==> config.mk <==
export PLATFORM = sky130hd
export DESIGN_NAME = fc_input_collector_flat
export DESIGN_NICKNAME = d
export VERILOG_FILES = /design/src/rtl/fc_pkg.sv /design/src/rtl/fc_input_collector_if.sv /design/src/rtl/fc_input_collector_rise_detect.sv /design/src/rtl/fc_input_collector.sv /design/src/flat_wrapper.sv
export SDC_FILE = /design/constraint.sdc
export NUM_CORES = 2
export LEC_CHECK = 0
export BUFFER_PORTS_ARGS = -buffer_cell sky130_fd_sc_hd__buf_2
export CORE_AREA = 3 3 746 748
export CTS_BUF_LIST = sky130_fd_sc_hd__clkbuf_4
export DETAILED_ROUTE_END_ITERATION = 10
export DIE_AREA = 0 0 749 751
export GPL_TIMING_DRIVEN = 0
export MAX_ROUTING_LAYER = met4
export PLACE_DENSITY = 0.39
export SYNTH_ARGS = -nofsm -noshare
export SYNTH_HDL_FRONTEND = slang
export SYNTH_HIERARCHICAL = 1
export SYNTH_SLANG_ARGS = --single-unit
export TNS_END_PERCENT = 1
==> constraint.sdc <==
create_clock -name clk -period 2.52 [get_ports clk]
set_input_delay 0.126 -clock clk [delete_from_list [all_inputs] [get_ports clk]]
set_output_delay 0.126 -clock clk [all_outputs]
set_load 0.03 [all_outputs]
==> src/rtl/fc_pkg.sv <==
// fc_pkg: values and types shared by the FC input collector slice.
//   FC_INPUT_SIZE     : words per frame (120)
//   WORD_SIZE         : bits per signed fixed-point feature word (16)
//   COUNT_WIDTH       : word-index counter width (2^7 >= 120)
//   word_t            : one feature word
//   collector_state_t : COLLECT (filling the vector) / HOLD (vector frozen for FC)
package fc_pkg;

  localparam int FC_INPUT_SIZE = 120;
  localparam int WORD_SIZE     = 16;
  localparam int COUNT_WIDTH   = 7;

  typedef logic [WORD_SIZE-1:0] word_t;

  typedef enum logic {
    COLLECT = 1'b0,
    HOLD    = 1'b1
  } collector_state_t;

endpackage

==> src/rtl/fc_input_collector_if.sv <==
// fc_input_collector_if: valid/ready word stream from the CNN into the collector.
//   in_valid : word present on in_data (master -> slave)
//   in_data  : CNN feature word        (master -> slave)
//   in_last  : final word of a CNN frame, qualified by in_valid (master -> slave)
//   in_ready : collector accepts a word this cycle (slave -> master)
// Modports: master (CNN side / testbench driver), slave (collector).
interface fc_input_collector_if
  import fc_pkg::*;
#(
  parameter int DATA_WIDTH = WORD_SIZE
);

  logic                  in_valid;
  logic [DATA_WIDTH-1:0] in_data;
  logic                  in_last;
  logic                  in_ready;

  modport master (
    output in_valid,
    output in_data,
    output in_last,
    input  in_ready
  );

  modport slave (
    input  in_valid,
    input  in_data,
    input  in_last,
    output in_ready
  );

endinterface

==> src/rtl/fc_input_collector_rise_detect.sv <==
// rise_detect: rising-edge detector for the FC stage's done level.
//   clk    : clock, rising edge
//   rst    : synchronous active-high reset, clears done_q
//   level_i: FC_done level
//   rise_o : level_i high while its registered copy done_q is still low
// done_q is updated every cycle regardless of what the collector is doing, so
// a done level that stays high never produces a second rise.
module rise_detect
  import fc_pkg::*;
(
  input  logic clk,
  input  logic rst,
  input  logic level_i,
  output logic rise_o
);

  logic done_q;

  // Registered copy of the done level.
  always_ff @(posedge clk) begin
    if (rst) begin
      done_q <= 1'b0;
    end else begin
      done_q <= level_i;
    end
  end

  assign rise_o = level_i & ~done_q;

endmodule

==> src/rtl/fc_input_collector.sv <==
// fc_input_collector: gathers FC_INPUT_SIZE CNN words from a valid/ready stream
// into a parallel vector for the FC stage.
//   clk         : clock, rising edge
//   rst         : synchronous active-high reset, highest priority
//   stream      : fc_input_collector_if.slave (in_valid/in_data/in_last/in_ready)
//   FC_done     : FC stage done level; only its rising edge releases HOLD
//   FC_inputs   : registered frame vector, word 0 = first word accepted
//   CNN_ready   : frame complete and held for the FC stage
//   frame_error : one-cycle pulse after a short frame is discarded
// Optional feature: define FC_COLLECTOR_RELU_EN to store negative words as 0
// (ReLU on ingest). Handshake and timing are identical either way.
module fc_input_collector
  import fc_pkg::*;
(
  input  logic                                        clk,
  input  logic                                        rst,
  fc_input_collector_if.slave                         stream,
  input  logic                                        FC_done,
  output logic [0:FC_INPUT_SIZE-1][WORD_SIZE-1:0]     FC_inputs,
  output logic                                        CNN_ready,
  output logic                                        frame_error
);

  localparam logic [COUNT_WIDTH-1:0] LAST_IDX = COUNT_WIDTH'(FC_INPUT_SIZE - 1);

  collector_state_t                          state_q;
  logic [COUNT_WIDTH-1:0]                    count_q;
  logic [0:FC_INPUT_SIZE-1][WORD_SIZE-1:0]   frame_q;
  logic                                      in_ready_q;
  logic                                      cnn_ready_q;
  logic                                      frame_error_q;

  logic  done_rise;
  logic  beat;
  word_t store_d;

  rise_detect u_rise_detect (
    .clk    (clk),
    .rst    (rst),
    .level_i(FC_done),
    .rise_o (done_rise)
  );

  // in_ready_q is only ever high in COLLECT, so it doubles as the state qualifier.
  assign beat = stream.in_valid & in_ready_q;

  // Word actually written into the vector; optionally clamps negatives to zero.
  always_comb begin
    store_d = stream.in_data;
`ifdef FC_COLLECTOR_RELU_EN
    if (stream.in_data[WORD_SIZE-1]) begin
      store_d = '0;
    end
`endif
  end

  // Collector FSM. in_ready/CNN_ready are registered alongside the state so
  // they always match it and never depend combinationally on the inputs.
  // The final index completes the frame even without in_last; in_last on an
  // earlier beat discards the frame without storing that word.
  always_ff @(posedge clk) begin
    if (rst) begin
      state_q       <= COLLECT;
      count_q       <= '0;
      frame_q       <= '0;
      in_ready_q    <= 1'b1;
      cnn_ready_q   <= 1'b0;
      frame_error_q <= 1'b0;
    end else begin
      frame_error_q <= 1'b0;
      case (state_q)
        COLLECT: begin
          if (beat) begin
            if (count_q == LAST_IDX) begin
              frame_q[count_q] <= store_d;
              count_q          <= '0;
              state_q          <= HOLD;
              in_ready_q       <= 1'b0;
              cnn_ready_q      <= 1'b1;
            end else if (stream.in_last) begin
              count_q       <= '0;
              frame_error_q <= 1'b1;
            end else begin
              frame_q[count_q] <= store_d;
              count_q          <= count_q + 1'b1;
            end
          end
        end
        HOLD: begin
          if (done_rise) begin
            state_q     <= COLLECT;
            in_ready_q  <= 1'b1;
            cnn_ready_q <= 1'b0;
          end
        end
        default: begin
          state_q     <= COLLECT;
          in_ready_q  <= 1'b1;
          cnn_ready_q <= 1'b0;
        end
      endcase
    end
  end

  assign stream.in_ready = in_ready_q;
  assign FC_inputs       = frame_q;
  assign CNN_ready       = cnn_ready_q;
  assign frame_error     = frame_error_q;

endmodule

==> src/flat_wrapper.sv <==
// flat-port wrapper written by rule: the top's interface ports become plain ports
module fc_input_collector_flat import fc_pkg::*;
  (clk, rst, FC_done, FC_inputs, CNN_ready, frame_error, stream_in_valid, stream_in_data, stream_in_last, stream_in_ready);
  fc_input_collector_if #(.DATA_WIDTH((WORD_SIZE))) stream_i ();
  input  logic clk;
  input  logic rst;
  input  logic FC_done;
  output logic [0:FC_INPUT_SIZE-1][WORD_SIZE-1:0] FC_inputs;
  output logic CNN_ready;
  output logic frame_error;
  input wire logic [$bits(stream_i.in_valid)-1:0] stream_in_valid;
  input wire logic [$bits(stream_i.in_data)-1:0] stream_in_data;
  input wire logic [$bits(stream_i.in_last)-1:0] stream_in_last;
  output wire logic [$bits(stream_i.in_ready)-1:0] stream_in_ready;
  assign stream_i.in_valid = stream_in_valid;
  assign stream_i.in_data = stream_in_data;
  assign stream_i.in_last = stream_in_last;
  assign stream_in_ready = stream_i.in_ready;
  fc_input_collector u_core (.clk(clk), .rst(rst), .stream(stream_i), .FC_done(FC_done), .FC_inputs(FC_inputs), .CNN_ready(CNN_ready), .frame_error(frame_error));
endmodule
==> reports/metrics.csv <==
stage,metric,value,unit
timing,Final Setup Violations,138,
cts,"Clk Latency, worst-skew pair",1.55,ns
synth,post-synth top area share,53.81,%
placement,count of input and output buffers,1943,
min_path,Worst Hold Class,input pin to flip-flop,
die,row count,273,
power,internal power,47.20,mW
grt,vias in the first global route,65900,
outcome,failing checks,"capacitance limit, slew limit, setup timing",
timing,Final Hold Fails,0,
power,Comb power frac,6.3,%
grt,Tot GR Track Use,18.50,%
drt,vias per inst,3.753,
drt,drt first pass iters,5,
synth,Synth area leader,dfxtp_1,
drt,Vias,67360,
grt,largest net degree at the start of global routing,17,
grt,initial antenna violation count,72,
timing,Clock Skew,0.1865,ns
setup_path,WP data arrival,3.98,ns
drt,drt total wl,533100,um
timing,Achievable Freq,0.3668,GHz
final_layout,Final Net Count,10270,
synth,top_reg_cell synth,dfxtp_1,
synth,Post-synth EDFFs,0,
timing,RSZ-0062 raised after global routing,yes,
die,Initial Util,13.04,%
timing,final period utilization,108.2,%
cts,H-tree level count,6,
setup_path,CP max FO,10,
setup_path,Critical Path Max Stage Delay,0.77,ns
setup_path,crit-path cells,"dlygate4sd3_1, buf_2, dlygate4sd3_1, nand2b_1, dlygate4sd3_1, buf_2, buf_12, clkbuf_1, o21ai_0",
synth,"top cells by area, synth","dfxtp_1 54%, mux2i_1 13%, nand2_1 8.2%",
placement,Placer Congestion,0.8498,
synth,Synth Area per Inst,9.548,um2
power,Reg power frac,46.4,%
grt,first-pass GRT wire length,674000,um
drt,DRC viols,0,
timing,fin. max-slew vios,11,
power,net switching fraction of the power,28.36,%
synth,post-synthesis sequential area ratio,53.81,%
placement,Placed Cells,16810,
setup_path,Most Frequent Cell on Critical Path,dlygate4sd3_1,
timing,setup ws final,-0.2059,ns
synth,#FFs+latches synth,1932,
cts,Max Buffers Root-to-Sink,4,
setup_path,Worst setup SP type,input pin,
timing,Final min period,2.726,ns
setup_path,CP max-delay cell,clkbuf_1,
drt,Detail Route Antenna Nets,0,
grt,GRT overflow,0,
timing,slew of the pin with the lowest slew margin,1.509,ns
final_layout,Fill cells,62260,
power,P per Cell Area,628.0,nW/um2
synth,cell area after synthesis,71880,um2
die,CORE AREA,551300,um2
cts,CTS root buf,clkbuf_4,
power,Clock Power Share,47.4,%
synth,asr flop ratio synth,0,%
drt,WL/cell,29.70,um
setup_path,CP top delay family,buffers and inverters,
final_layout,area taken by multi-input logic gates,30860,um2
synth,library cells used by synthesis,52,
cts,CTS tree,done,
setup_path,Crit. End Element,flip-flop,
final_layout,Area growth syn-to-layout,45.93,%
placement,dpl hpwl,415200,um
power,Leak,47.30,nW
synth,synthesized netlist cell count,7528,
drt,drt initial violations,4491,
setup_path,critical path class,input pin to flip-flop,
power,P_sw,18.68,mW
cts,CTS Sinks,1932,
final_layout,layout cells sized above 1,34.26,%
final_layout,Register Area,38980,um2
power,maximum VDD drop,0.0003840,V
outcome,status,"complete, but fails checks",
synth,YS warnings,6,
synth,syn_nets,7550,
die,chip height,751,um
setup_path,WP buf/inv,7,
timing,setup tns final,-8.606,ns
die,IO Count,1944,
flow_run,Max Cap Viol,1,
cts,clock slew at reported path FFs,0.05,ns
die,Die Wd,749,um
cts,number of CTS-inserted buffers,591,
timing,slew margin rel.,-0.6090,%
setup_path,WP data required,3.77,ns
final_layout,Final Non-Filler Cells,17950,
die,die area,562500,um2
## routing by layer
layer,part of all wire [%],up-vias,wire length [um],GRT usage [%]
met5,0,-,0,-
met4,3.3,0,17830,5.748
met3,7.9,666,42190,5.491
met2,49,2883,263400,31.80
met1,39,33150,209700,20.55
li1,-,30660,-,-
## layout by cell type, fill, tap and decap left out, types with 12 or more instances in the layout
| cell | count |
|---|---|
| dfxtp_4 | 38 |
| clkbuf_1 | 364 |
| buf_2 | 1725 |
| clkinv_1 | 77 |
| diode_2 | 64 |
| buf_8 | 56 |
| o21ai_0 | 225 |
| clkbuf_4 | 853 |
| dfxtp_2 | 127 |
| nand2b_1 | 930 |
| nor3_4 | 15 |
| clkbuf_2 | 68 |
| nand2_1 | 1571 |
| and3_1 | 13 |
| dfxtp_1 | 1767 |
| buf_4 | 195 |
| dlygate4sd3_1 | 58 |
| nand3_2 | 29 |
| buf_12 | 114 |
| buf_16 | 24 |
| buf_6 | 172 |
| and3_2 | 12 |
| nand4_4 | 29 |
| nand3_4 | 55 |
| nand3b_1 | 228 |
| a21oi_1 | 788 |
| mux2i_1 | 912 |
| inv_6 | 17 |
## power groups by stage
stage | logic [mW] | registers [mW] | clock network, mW
final | 4.13 | 30.5 | 31.2
after global routing | 4.27 | 30.5 | 34.2
after CTS | 4.29 | 30.5 | 32.6
after detailed placement | 3.96 | 31.3 | 0
after global placement | 3.81 | 31.3 | 0
after floorplan | 1.23 | 31.3 | 0
## timing repair
| item | CTS | global route |
|---|---|---|
| hold buffers | 58 | 0 |
| setup endpoints to repair | 3410 | 1632 |
| hold endpoints to repair | 1819 | 0 |
| buffers inserted | 75 | 17 |
| pin swaps | 44 | 26 |
| cloned | 3 | 2 |
| gates resized for setup | 856 | 634 |
## synth_stat cells (17+ instances only)
cell and count:
nand2b_1 930, clkbuf_1 532, nand3_1 63, buf_6 40
mux2i_1 912, buf_2 90, dfxtp_1 1932, nand3_4 20
o21ai_0 225, and3_1 31, nand3b_1 228, nand4_4 17
a21oi_1 789, buf_4 28, nand2_1 1573
## cell families after synthesis
| logic type | count (synthesis) | synth area share, % |
|---|---|---|
| AND/OR/NAND/NOR | 2942 | 21.60 |
| flip-flops | 1932 | 53.81 |
| AO/OA/AOI/OAI | 1025 | 7.320 |
| multiplexers | 912 | 12.70 |
| buffers and inverters | 711 | 4.498 |
| XOR/XNOR | 5 | 0.06093 |
| adder cells (fa/ha/maj) | 1 | 0.01740 |
## path summary, 6_finish.rpt
check                                              to  slack (ns)                                 from  cells after the start
setup / recovery   u_core/FC_inputs[336]$_SDFFE_PP0P_       -0.21                    stream_in_data[0]                      9
hold / removal     u_core/FC_inputs[325]$_SDFFE_PP0P_        0.35                    stream_in_data[5]                      6
setup reg to reg   u_core/FC_inputs[858]$_SDFFE_PP0P_       -0.06  u_core/stream.in_ready$_SDFFE_PP1P_                      8
hold reg to reg   u_core/FC_inputs[1260]$_SDFFE_PP0P_        0.45  u_core/FC_inputs[1260]$_SDFFE_PP0P_                      2
## metrics by stage
step	area, um2	hold WS, ns	worst slack (ns)	power (mW)	utilization, %
final	104900	0.3451	-0.2059	65.88	19.03
after global placement	90720	0.3701	-6.999	35.07	16.46
after floorplan	71880	0.1903	0.2894	32.52	-
after CTS	103200	0.02157	-0.1894	67.40	18.72
after global routing	104800	0.07829	-0.1197	68.97	19.02
after detailed placement	92010	0.3842	-3.073	35.22	16.69
## worst register-to-register path, cell delays in order (launching register included)
cell and delay [ns]:
dfxtp_4 0.39, nor3b_4 0.31, buf_12 0.23, buf_16 0.27, buf_16 0.38, nand3_4 0.28, buf_8 0.25, nand3b_1 0.10
o21ai_0 0.08
## sequential cells by signal (all words and copies together), names as in the netlist
| register | count |
|---|---|
| u_core/FC_inputs | 1920 |
| u_core/count_q | 7 |
| u_core/CNN_ready | 1 |
| u_core/frame_error | 1 |
| u_core/state_q | 1 |
| u_core/stream.in_ready | 1 |
| u_core/u_rise_detect/done_q | 1 |
## area by class of cell
cell class | count | area share [%]
clock inverters | 139 | 0.9399
diodes | 64 | 0.1527
repair buffers | 2153 | 13.56
clock buffers | 807 | 5.775
plain buffers | 682 | 4.299
flip-flops and latches | 1932 | 37.16
well taps | 7287 | 8.692
multi-input cells | 4885 | 29.42
Note: power is estimated with default switching activity, not from simulation.
